===== config.mk =====
export PLATFORM = sky130hd
export DESIGN_NAME = alu_seq_ctrl_flat
export DESIGN_NICKNAME = d
export VERILOG_FILES = /design/src/rtl/alu_seq_ctrl_if.sv /design/src/rtl/alu_seq_ctrl.sv /design/src/flat_wrapper.sv
export SDC_FILE = /design/constraint.sdc
export NUM_CORES = 1
export LEC_CHECK = 0
export ABC_AREA = 0
export CAP_MARGIN = 10
export CELL_PAD_IN_SITES_DETAIL_PLACEMENT = 1
export CELL_PAD_IN_SITES_GLOBAL_PLACEMENT = 1
export CORE_MARGIN = 2
export CORE_UTILIZATION = 35
export DETAILED_ROUTE_END_ITERATION = 10
export GPL_TIMING_DRIVEN = 1
export PLACE_DENSITY = 0.88
export SLEW_MARGIN = 30
export SYNTH_ARGS = -nofsm -noshare
export SYNTH_HDL_FRONTEND = slang
export SYNTH_SLANG_ARGS = --single-unit

===== constraint.sdc =====
create_clock -name clk -period 2.2 [get_ports clk]
set_clock_uncertainty 0.1 [all_clocks]
set_input_delay 0.44 -clock clk [delete_from_list [all_inputs] [get_ports clk]]
set_output_delay 0.44 -clock clk [all_outputs]
set_load 0.05 [all_outputs]

===== src/rtl/alu_seq_ctrl_if.sv =====
// Request/response bus between the execute-stage issue logic and alu_seq_ctrl.
// The master is the issue side. The slave is the sequencer.
interface alu_seq_ctrl_if;
  logic        req_valid;
  logic        req_ready;
  logic [2:0]  req_op;
  logic [63:0] req_a;
  logic [63:0] req_b;
  logic        rsp_valid;
  logic        rsp_ready;
  logic [63:0] rsp_result;
  logic        rsp_zero;
  logic        rsp_err;

  modport master (
    output req_valid, req_op, req_a, req_b, rsp_ready,
    input  req_ready, rsp_valid, rsp_result, rsp_zero, rsp_err
  );

  modport slave (
    input  req_valid, req_op, req_a, req_b, rsp_ready,
    output req_ready, rsp_valid, rsp_result, rsp_zero, rsp_err
  );
endinterface


===== src/rtl/alu_seq_ctrl.sv =====
// alu_seq_ctrl: multi-cycle sequencer in front of a 64-bit LEGv8 ALU.
// The sequencer holds one operation in flight. Single-pass ops use the ALU
// for one cycle. MUL iterates the ALU's ADD as a shift-add loop, examining
// MUL_ITERS multiplier bits LSB first.
// Optional feature: define ALU_SEQ_MUL_EARLY_EXIT_EN to end MUL as soon as
// no set multiplier bits remain. Results are identical with or without it.
module alu_seq_ctrl #(
  parameter int MUL_ITERS = 64
) (
  input  logic               clk,
  input  logic               rst_n,
  alu_seq_ctrl_if.slave      bus,
  output logic        [63:0] alu_a,
  output logic        [63:0] alu_b,
  output logic        [3:0]  alu_ctl,
  input  logic        [63:0] alu_r
);

  localparam int CNT_W = (MUL_ITERS > 1) ? $clog2(MUL_ITERS) : 1;

  localparam logic [2:0] OP_MUL = 3'b101;

  localparam logic [3:0] CTL_AND  = 4'b0000;
  localparam logic [3:0] CTL_OR   = 4'b0001;
  localparam logic [3:0] CTL_ADD  = 4'b0010;
  localparam logic [3:0] CTL_SUB  = 4'b0110;
  localparam logic [3:0] CTL_PASS = 4'b0111;

  typedef enum logic [1:0] {S_IDLE, S_EXEC, S_MUL, S_DONE} state_t;

  state_t             state_q, state_d;
  logic [2:0]         op_q;
  logic [63:0]        a_q, b_q;
  logic [63:0]        p_q, m_q, mq_q;
  logic [CNT_W-1:0]   cnt_q;
  logic [63:0]        result_q;
  logic               zero_q, err_q;
  logic [63:0]        p_d;
  logic               mul_last;

  // Map the request opcode to the ALU control code (only used for ops 000-100).
  function automatic logic [3:0] alu_code(input logic [2:0] op);
    case (op)
      3'b000:  alu_code = CTL_AND;
      3'b001:  alu_code = CTL_OR;
      3'b010:  alu_code = CTL_ADD;
      3'b011:  alu_code = CTL_SUB;
      3'b100:  alu_code = CTL_PASS;
      default: alu_code = CTL_AND;
    endcase
  endfunction

  // Partial product update and loop termination for the current MUL iteration.
  always_comb begin
    p_d      = mq_q[0] ? alu_r : p_q;
    mul_last = (cnt_q == CNT_W'(MUL_ITERS - 1));
`ifdef ALU_SEQ_MUL_EARLY_EXIT_EN
    if ((mq_q >> 1) == 64'd0) mul_last = 1'b1;
`endif
  end

  // State register.
  always_ff @(posedge clk or negedge rst_n) begin
    if (!rst_n) state_q <= S_IDLE;
    else        state_q <= state_d;
  end

  // Next-state logic.
  always_comb begin
    state_d = state_q;
    case (state_q)
      S_IDLE: begin
        if (bus.req_valid) begin
          if (bus.req_op <= 3'b100)     state_d = S_EXEC;
          else if (bus.req_op == OP_MUL) state_d = S_MUL;
          else                           state_d = S_DONE;
        end
      end
      S_EXEC:  state_d = S_DONE;
      S_MUL:   if (mul_last) state_d = S_DONE;
      S_DONE:  if (bus.rsp_ready) state_d = S_IDLE;
      default: state_d = S_IDLE;
    endcase
  end

  // Outputs decoded from state: handshakes and ALU drive (zero when idle/done).
  always_comb begin
    bus.req_ready  = (state_q == S_IDLE);
    bus.rsp_valid  = (state_q == S_DONE);
    bus.rsp_result = result_q;
    bus.rsp_zero   = zero_q;
    bus.rsp_err    = err_q;
    alu_a          = 64'd0;
    alu_b          = 64'd0;
    alu_ctl        = CTL_AND;
    case (state_q)
      S_EXEC: begin
        alu_a   = a_q;
        alu_b   = b_q;
        alu_ctl = alu_code(op_q);
      end
      S_MUL: begin
        alu_a   = p_q;
        alu_b   = m_q;
        alu_ctl = CTL_ADD;
      end
      default: ;
    endcase
  end

  // Operand latch, shift-add registers and registered response.
  always_ff @(posedge clk or negedge rst_n) begin
    if (!rst_n) begin
      op_q     <= 3'd0;
      a_q      <= 64'd0;
      b_q      <= 64'd0;
      p_q      <= 64'd0;
      m_q      <= 64'd0;
      mq_q     <= 64'd0;
      cnt_q    <= '0;
      result_q <= 64'd0;
      zero_q   <= 1'b0;
      err_q    <= 1'b0;
    end else begin
      case (state_q)
        S_IDLE: begin
          if (bus.req_valid) begin
            op_q  <= bus.req_op;
            a_q   <= bus.req_a;
            b_q   <= bus.req_b;
            p_q   <= 64'd0;
            m_q   <= bus.req_a;
            mq_q  <= bus.req_b;
            cnt_q <= '0;
            // Illegal opcodes answer immediately with a zero result.
            if (bus.req_op > OP_MUL) begin
              result_q <= 64'd0;
              zero_q   <= 1'b1;
              err_q    <= 1'b1;
            end
          end
        end
        S_EXEC: begin
          result_q <= alu_r;
          zero_q   <= (alu_r == 64'd0);
          err_q    <= 1'b0;
        end
        S_MUL: begin
          p_q   <= p_d;
          m_q   <= m_q << 1;
          mq_q  <= mq_q >> 1;
          cnt_q <= cnt_q + CNT_W'(1);
          if (mul_last) begin
            result_q <= p_d;
            zero_q   <= (p_d == 64'd0);
            err_q    <= 1'b0;
          end
        end
        default: ;
      endcase
    end
  end

endmodule


===== src/flat_wrapper.sv =====
// flat-port wrapper written by rule: the top's interface ports become plain ports
module alu_seq_ctrl_flat 
#(
  parameter int MUL_ITERS = 64
)
  (clk, rst_n, alu_a, alu_b, alu_ctl, alu_r, bus_req_valid, bus_req_op, bus_req_a, bus_req_b, bus_rsp_ready, bus_req_ready, bus_rsp_valid, bus_rsp_result, bus_rsp_zero, bus_rsp_err);
  alu_seq_ctrl_if bus_i ();
  input  logic clk;
  input  logic rst_n;
  output logic        [63:0] alu_a;
  output logic        [63:0] alu_b;
  output logic        [3:0] alu_ctl;
  input  logic        [63:0] alu_r;
  input wire logic [$bits(bus_i.req_valid)-1:0] bus_req_valid;
  input wire logic [$bits(bus_i.req_op)-1:0] bus_req_op;
  input wire logic [$bits(bus_i.req_a)-1:0] bus_req_a;
  input wire logic [$bits(bus_i.req_b)-1:0] bus_req_b;
  input wire logic [$bits(bus_i.rsp_ready)-1:0] bus_rsp_ready;
  output wire logic [$bits(bus_i.req_ready)-1:0] bus_req_ready;
  output wire logic [$bits(bus_i.rsp_valid)-1:0] bus_rsp_valid;
  output wire logic [$bits(bus_i.rsp_result)-1:0] bus_rsp_result;
  output wire logic [$bits(bus_i.rsp_zero)-1:0] bus_rsp_zero;
  output wire logic [$bits(bus_i.rsp_err)-1:0] bus_rsp_err;
  assign bus_i.req_valid = bus_req_valid;
  assign bus_i.req_op = bus_req_op;
  assign bus_i.req_a = bus_req_a;
  assign bus_i.req_b = bus_req_b;
  assign bus_i.rsp_ready = bus_rsp_ready;
  assign bus_req_ready = bus_i.req_ready;
  assign bus_rsp_valid = bus_i.rsp_valid;
  assign bus_rsp_result = bus_i.rsp_result;
  assign bus_rsp_zero = bus_i.rsp_zero;
  assign bus_rsp_err = bus_i.rsp_err;
  alu_seq_ctrl #(.MUL_ITERS(MUL_ITERS)) u_core (.clk(clk), .rst_n(rst_n), .bus(bus_i), .alu_a(alu_a), .alu_b(alu_b), .alu_ctl(alu_ctl), .alu_r(alu_r));
endmodule

=== Word level (Yosys, flattened, before mapping) ===
Index checks and enable logic that the tools add are counted.

* Bits of input ports: 199
* Output and inout bits: 200
* Bits in registers: 397

* Magnitude comparators: 2
* Add/sub/neg operators: 1
* Eq/ne operators: 13
* Mux-type cells: 29
* Reductions and logical operators: 9

{| class="wikitable"
|+ Operators by type and width
! cell !! count
|-
| $pmux W64 S2 || 5
|-
| $mux W64 || 7
|-
| $pmux W64 S3 || 1
|-
| $logic_not A64 Y1 || 2
|-
| $pmux W3 S4 || 1
|-
| $pmux W6 S2 || 1
|-
| $mux W2 || 4
|-
| $pmux W2 S4 || 1
|-
| $pmux W4 S2 || 1
|-
| $add A6 B1 Y6 const B || 1
|-
| $eq A3 B2 Y1 const B || 2
|-
| $eq A3 B3 Y1 const B || 2
|-
| $eq A6 B6 Y1 const B || 1
|-
| $mux W6 || 1
|-
| $pmux W1 S3 || 2
|-
| $mux W1 || 5
|-
| $eq A2 B2 Y1 const B || 2
|-
| $ne A2 B1 Y1 const B || 2
|-
| $ne A2 B2 Y1 const B || 2
|-
| $reduce_and A2 Y1 || 2
|-
| $reduce_and A4 Y1 || 1
|-
| $eq A3 B1 Y1 const B || 1
|-
| $gt A3 B3 Y1 const B || 1
|-
| $le A3 B3 Y1 const B || 1
|-
| other kinds (5) || 5
|}

=== Logic depth before layout (Yosys ltp) ===
Gate-level depths: netlist of run 1.

* Depth in word-level cells: 5
* Gate-level depth with buffers: 11
* Gate-level depth less buffers: 8

=== Worst setup path before layout of run 1 ===
OpenSTA, ideal clock, no wires.

* Path kind: reg-to-output
* From: register u_core.state_q[0]
* To: output port alu_a[32]
* Stages on the path, launching flop included: 9
* Arrival: 2204 ps
* Setup slack: -544 ps
* Cell sequence: dfrtp_1 inv_1 ha_1 buf_2 inv_2 nor2_2 clkbuf_1 buf_1 a22o_1

* Longest elaborated chain between the ends: 2

{| class="wikitable"
|+ RTL lines
! what !! line !! text
|-
| start, declared || alu_seq_ctrl.sv:31 || <nowiki>state_t state_q, state_d;</nowiki>
|-
| start signal, assigned || alu_seq_ctrl.sv:65 || <nowiki>else state_q <= state_d;</nowiki>
|-
| $eq A2 B2 Y1 / $eq A2 B1 Y1 (equally long branches) || alu_seq_ctrl.sv:96 || <nowiki>case (state_q)</nowiki>
|-
| $pmux W64 S2 (*) || alu_seq_ctrl.sv:96 ||
|-
| end, declared || flat_wrapper.sv:10 || <nowiki>output logic [63:0] alu_a;</nowiki>
|}

Every way passes the cells marked *; elsewhere a longest branch is shown, timed or not.

=== Final worst setup path of run 1 ===
* From: register u_core.state_q[0]
* To: output port alu_b[41]

* Longest elaborated chain between the ends: 2

{| class="wikitable"
|+ RTL lines
! what !! line !! text
|-
| $eq A2 B2 Y1 / $eq A2 B1 Y1 (equally long branches) || alu_seq_ctrl.sv:96 ||
|-
| $pmux W64 S2 (*) || alu_seq_ctrl.sv:96 ||
|-
| end, declared || flat_wrapper.sv:11 || <nowiki>output logic [63:0] alu_b;</nowiki>
|}

Marked as above.

==> PnR_summary.wiki, run 1 <==
{| class="wikitable"
! Metric !! Value
|-
| Result of the run || finished, violations left
|-
| Failing checks || setup timing
|-
| Cell internal power dissipation || 12.68 mW
|-
| Cell at the root of the clock tree || sky130_fd_sc_hd__clkbuf_16
|-
| Sw Share || 22.26%
|-
| Total via count in the routed design || 17170
|-
| Initial standard-cell utilization of the core || 35.60%
|-
| Worst Setup Slack, final || -0.7205 ns
|-
| Number of standard cells in the final layout excluding fillers || 3029
|-
| Worst-margin pin slew || 0.6516 ns
|-
| Most frequent cells in the layout || 602 x sky130_fd_sc_hd__nand2_1, 397 x sky130_fd_sc_hd__dfrtp_1, 202 x sky130_fd_sc_hd__o21ai_1
|-
| Die Area || 0.05307 mm²
|-
| Critical Path Fanout Max || 9
|-
| Warning count from the yosys run || 0
|-
| Fin crit period || 2.921 ns
|-
| Unrepaired setup endpoints after global routing || yes
|-
| Number of top-level pins || 399
|-
| Static power due to leakage || 14.23 nW
|-
| Number of detailed-route iterations in the first pass || 5
|-
| # H-tree levels || 2
|-
| Number of max-capacitance violations reported || 0
|-
| Core outline area || 0.05038 mm²
|-
| Post-detailed-route via-to-cell ratio || 5.667
|-
| Critical path buffers and inverters || 6
|-
| Hold violation total from the final report || 0
|-
| DIE WIDTH || 230.4 µm
|-
| Power density over the cells || 571.7 mW/mm²
|-
| Detailed Route Iter0 Violations || 1383
|-
| Average instance area after synthesis || 9.706 µm²
|-
| Cell family with most CP delay || buffers and inverters
|-
| Worst path slowest cell || sky130_fd_sc_hd__dfrtp_1
|-
| Number of synthesized flops with an enable pin || 0
|-
| WL/cell || 26.71 µm
|-
| Detailed placement HPWL || 54070 µm
|-
| Max stage delay on crit path || 0.41 ns
|-
| Clk sink count || 397
|-
| Maximum number of pins on one net before global-route repair || 98
|-
| Area post-placement || 0.02591 mm²
|-
| Max-Slew Margin vs Limit || 56.16%
|-
| Total CTS buffers || 45
|-
| Clk pin slew, worst setup/hold paths || 0.06 ns
|-
| Mapped Cells || 1848
|-
| Switching power total || 3.631 mW
|-
| Unique masters post-synth || 39
|-
| Count of final setup violators || 241
|-
| Final #Nets || 2513
|-
| Category of the worst setup path launch point || register
|-
| Number of antenna violations at the first check in global routing || 18
|-
| Fraction of registers with async set or reset after synthesis || 100.0%
|-
| Worst-Skew Late Latency || 0.59 ns
|-
| Number of placed cells counting well taps || 2892
|-
| Data arrival time of the critical path || 2.38 ns
|-
| Comb pwr share || 4.8%
|-
| Post-synth design cell area || 0.01794 mm²
|-
| Clock power frac || 50.5%
|-
| DIE HEIGHT || 230.4 µm
|-
| Cell Chain, Critical Path || inv_2 -> buf_6 -> ha_4 -> inv_4 -> nor2_4 -> buf_12 -> clkbuf_16 -> a22o_4 -> buf_12
|-
| Crit. End Element || output pin
|-
| Post-detailed-route DRC marker count || 0
|-
| Remaining global-route overflow || 0
|-
| Clock Path Buffers || 3
|-
| Post-Syn Nets || 2053
|-
| Share of layout cells above drive strength 1 || 22.87%
|-
| Upper clock frequency limit || 342.4 MHz
|-
| Port Buffers || 397
|-
| Antenna Violating Nets Remaining || 0
|-
| Crit share post-route || 132.8%
|-
| Post-synthesis to final-layout area growth || 59.10%
|-
| Std-Cell Rows || 82
|-
| Global-route wire length before repair || 117900 µm
|-
| Sequential power share || 44.8%
|-
| Number of fill cells || 5180
|-
| Cell repeated most along the worst path || sky130_fd_sc_hd__buf_12
|-
| Leading register cell type out of synthesis || sky130_fd_sc_hd__dfrtp_1
|-
| Sequential-to-total area share from yosys stat || 55.39%
|-
| Number of global-route vias before repair || 18430
|-
| Commonest non-fill, non-tap cell in the layout || sky130_fd_sc_hd__nand2_1
|-
| Final GP Congestion || 0.9203
|-
| Critical Path RT || 1.66 ns
|-
| Routed wire length || 80900 µm
|-
| Max-slew violations || 0
|-
| Hold crit path type || input pin to async pin
|-
| Post-route cell area || 0.02854 mm²
|-
| Clock tree from TritonCTS || yes
|-
| Max VDD drop || 686.8 µV
|-
| CP Class || register to output pin
|-
| Total global-route track usage || 29.12%
|-
| Seq cells post-synth || 397
|}
worst reg2reg max path: cells and delay by family (launching register included):
family	cells	cell delay, ns
buffers and inverters	6	1.05
adders and majority gates	1	0.14
DFF	1	0.41
AOI/OAI and AO/OA	2	0.29
and+or+nand+nor	3	0.49
synth_stat cells, types with 7 or more instances:
cell | count | area share (%)
sky130_fd_sc_hd__a22o_1 | 187 | 9.1
sky130_fd_sc_hd__buf_1 | 13 | 0.27
sky130_fd_sc_hd__o21ai_1 | 207 | 5.8
sky130_fd_sc_hd__buf_2 | 25 | 0.70
sky130_fd_sc_hd__nand2_1 | 610 | 13
sky130_fd_sc_hd__clkbuf_1 | 104 | 2.2
sky130_fd_sc_hd__nand4_1 | 8 | 0.28
sky130_fd_sc_hd__nand3_1 | 8 | 0.22
sky130_fd_sc_hd__mux2i_1 | 127 | 7.1
sky130_fd_sc_hd__dfrtp_1 | 397 | 55
sky130_fd_sc_hd__nor3_1 | 7 | 0.20
sky130_fd_sc_hd__nor2_1 | 10 | 0.21
sky130_fd_sc_hd__nor4_1 | 26 | 0.91
sky130_fd_sc_hd__a22oi_1 | 64 | 2.7
flip-flops by register name, summed over array words and instances (netlist names), 2 cells and up:
register and flops:
u_core.a_q 64, u_core.b_q 64, u_core.bus.rsp_result 64, u_core.m_q 64, u_core.mq_q 64, u_core.p_q 64, u_core.cnt_q 6, u_core.op_q 3
u_core.state_q 2
cell type report:
cell class / instances / area, µm² / share of cell area, %
multi-input cells: 1300 / 8793 / 30.82
clock inverters: 15 / 232.7 / 0.8155
inverters: 8 / 32.53 / 0.1140
clock buffers: 68 / 1365 / 4.784
repair buffers: 556 / 7305 / 25.60
diodes: 13 / 32.53 / 0.1140
well taps: 672 / 840.8 / 2.946
flip-flops and latches: 397 / 9935 / 34.81
power by group through the flow:
stage          registers (mW)  logic, mW  clock network, mW
3_5_place_dp             7.44      0.766                  0
5_1_grt                  7.30      0.823               8.63
6_report                 7.30      0.781               8.23
3_3_place_gp             7.44      0.757                  0
2_1_floorplan            7.44     0.0244                  0
4_1_cts                  7.30      0.779               8.30
final timing paths:
check / endpoint / cells after the start / slack [ns] / start
setup / recovery: alu_b[41] / 9 / -0.72 / u_core.state_q[0]
hold / removal: u_core.b_q[19] / 2 / 0.28 / rst_n
setup reg to reg: u_core.bus.rsp_result[4] / 12 / -0.34 / u_core.state_q[0]
hold reg to reg: u_core.bus.rsp_result[2] / 2 / 0.38 / u_core.bus.rsp_result[2]
max in group asynchronous: u_core.mq_q[37] / 3 / 0.88 / rst_n
min in group clk: u_core.a_q[52] / 3 / 0.32 / bus_req_a[52]
stage by stage:
stage / utilization (%) / hold slack [ns] / total power [mW] / worst slack [ns] / setup TNS [ns]
2_1_floorplan: - / 0.04441 / 7.462 / -0.1431 / -12.67
3_3_place_gp: 51.43 / 0.2913 / 8.192 / -0.6490 / -0.6490
3_5_place_dp: 51.43 / 0.2928 / 8.201 / -0.6151 / -7.785
4_1_cts: 55.66 / 0.2654 / 16.38 / -0.6385 / -83.48
5_1_grt: 56.65 / 0.3019 / 16.74 / -0.7837 / -127.63
6_report: 56.65 / 0.2783 / 16.31 / -0.7205 / -104.73
logic make-up after synthesis:
family,Yosys count,synth area share [%]
simple gates,686,15.21
buf+inv,151,3.355
other cells,1,0.02091
flops,397,55.39
fa+ha+maj,6,0.4185
compound gates,478,18.42
xor+xnor,2,0.09768
mux,127,7.088
timing repair:
action                                  CTS  global route
pin swaps                                11            23
resized for setup                       123            29
setup buffers                            17            10
cloned                                    7            12
hold buffers                              1             0
hold endpoints to repair                 27             0
endpoints found under the setup margin  265           302
layer usage:
metal / GRT usage (%) / vias to the layer above / wire [µm]
met2: 47.84 / 777 / 39310
met4: 14.01 / 8 / 4164
li1: - / 7421 / -
met3: 4.718 / 200 / 4699
met5: 0 / - / 55
met1: 37.54 / 8760 / 32670
Power figures use the tool's default switching activity.
==> run 2: changes to the inputs <==
- CAP_MARGIN: 10 -> 25
==> results of run 2 <==
The final DEF is identical to that of run 1; final timing and power are the same.
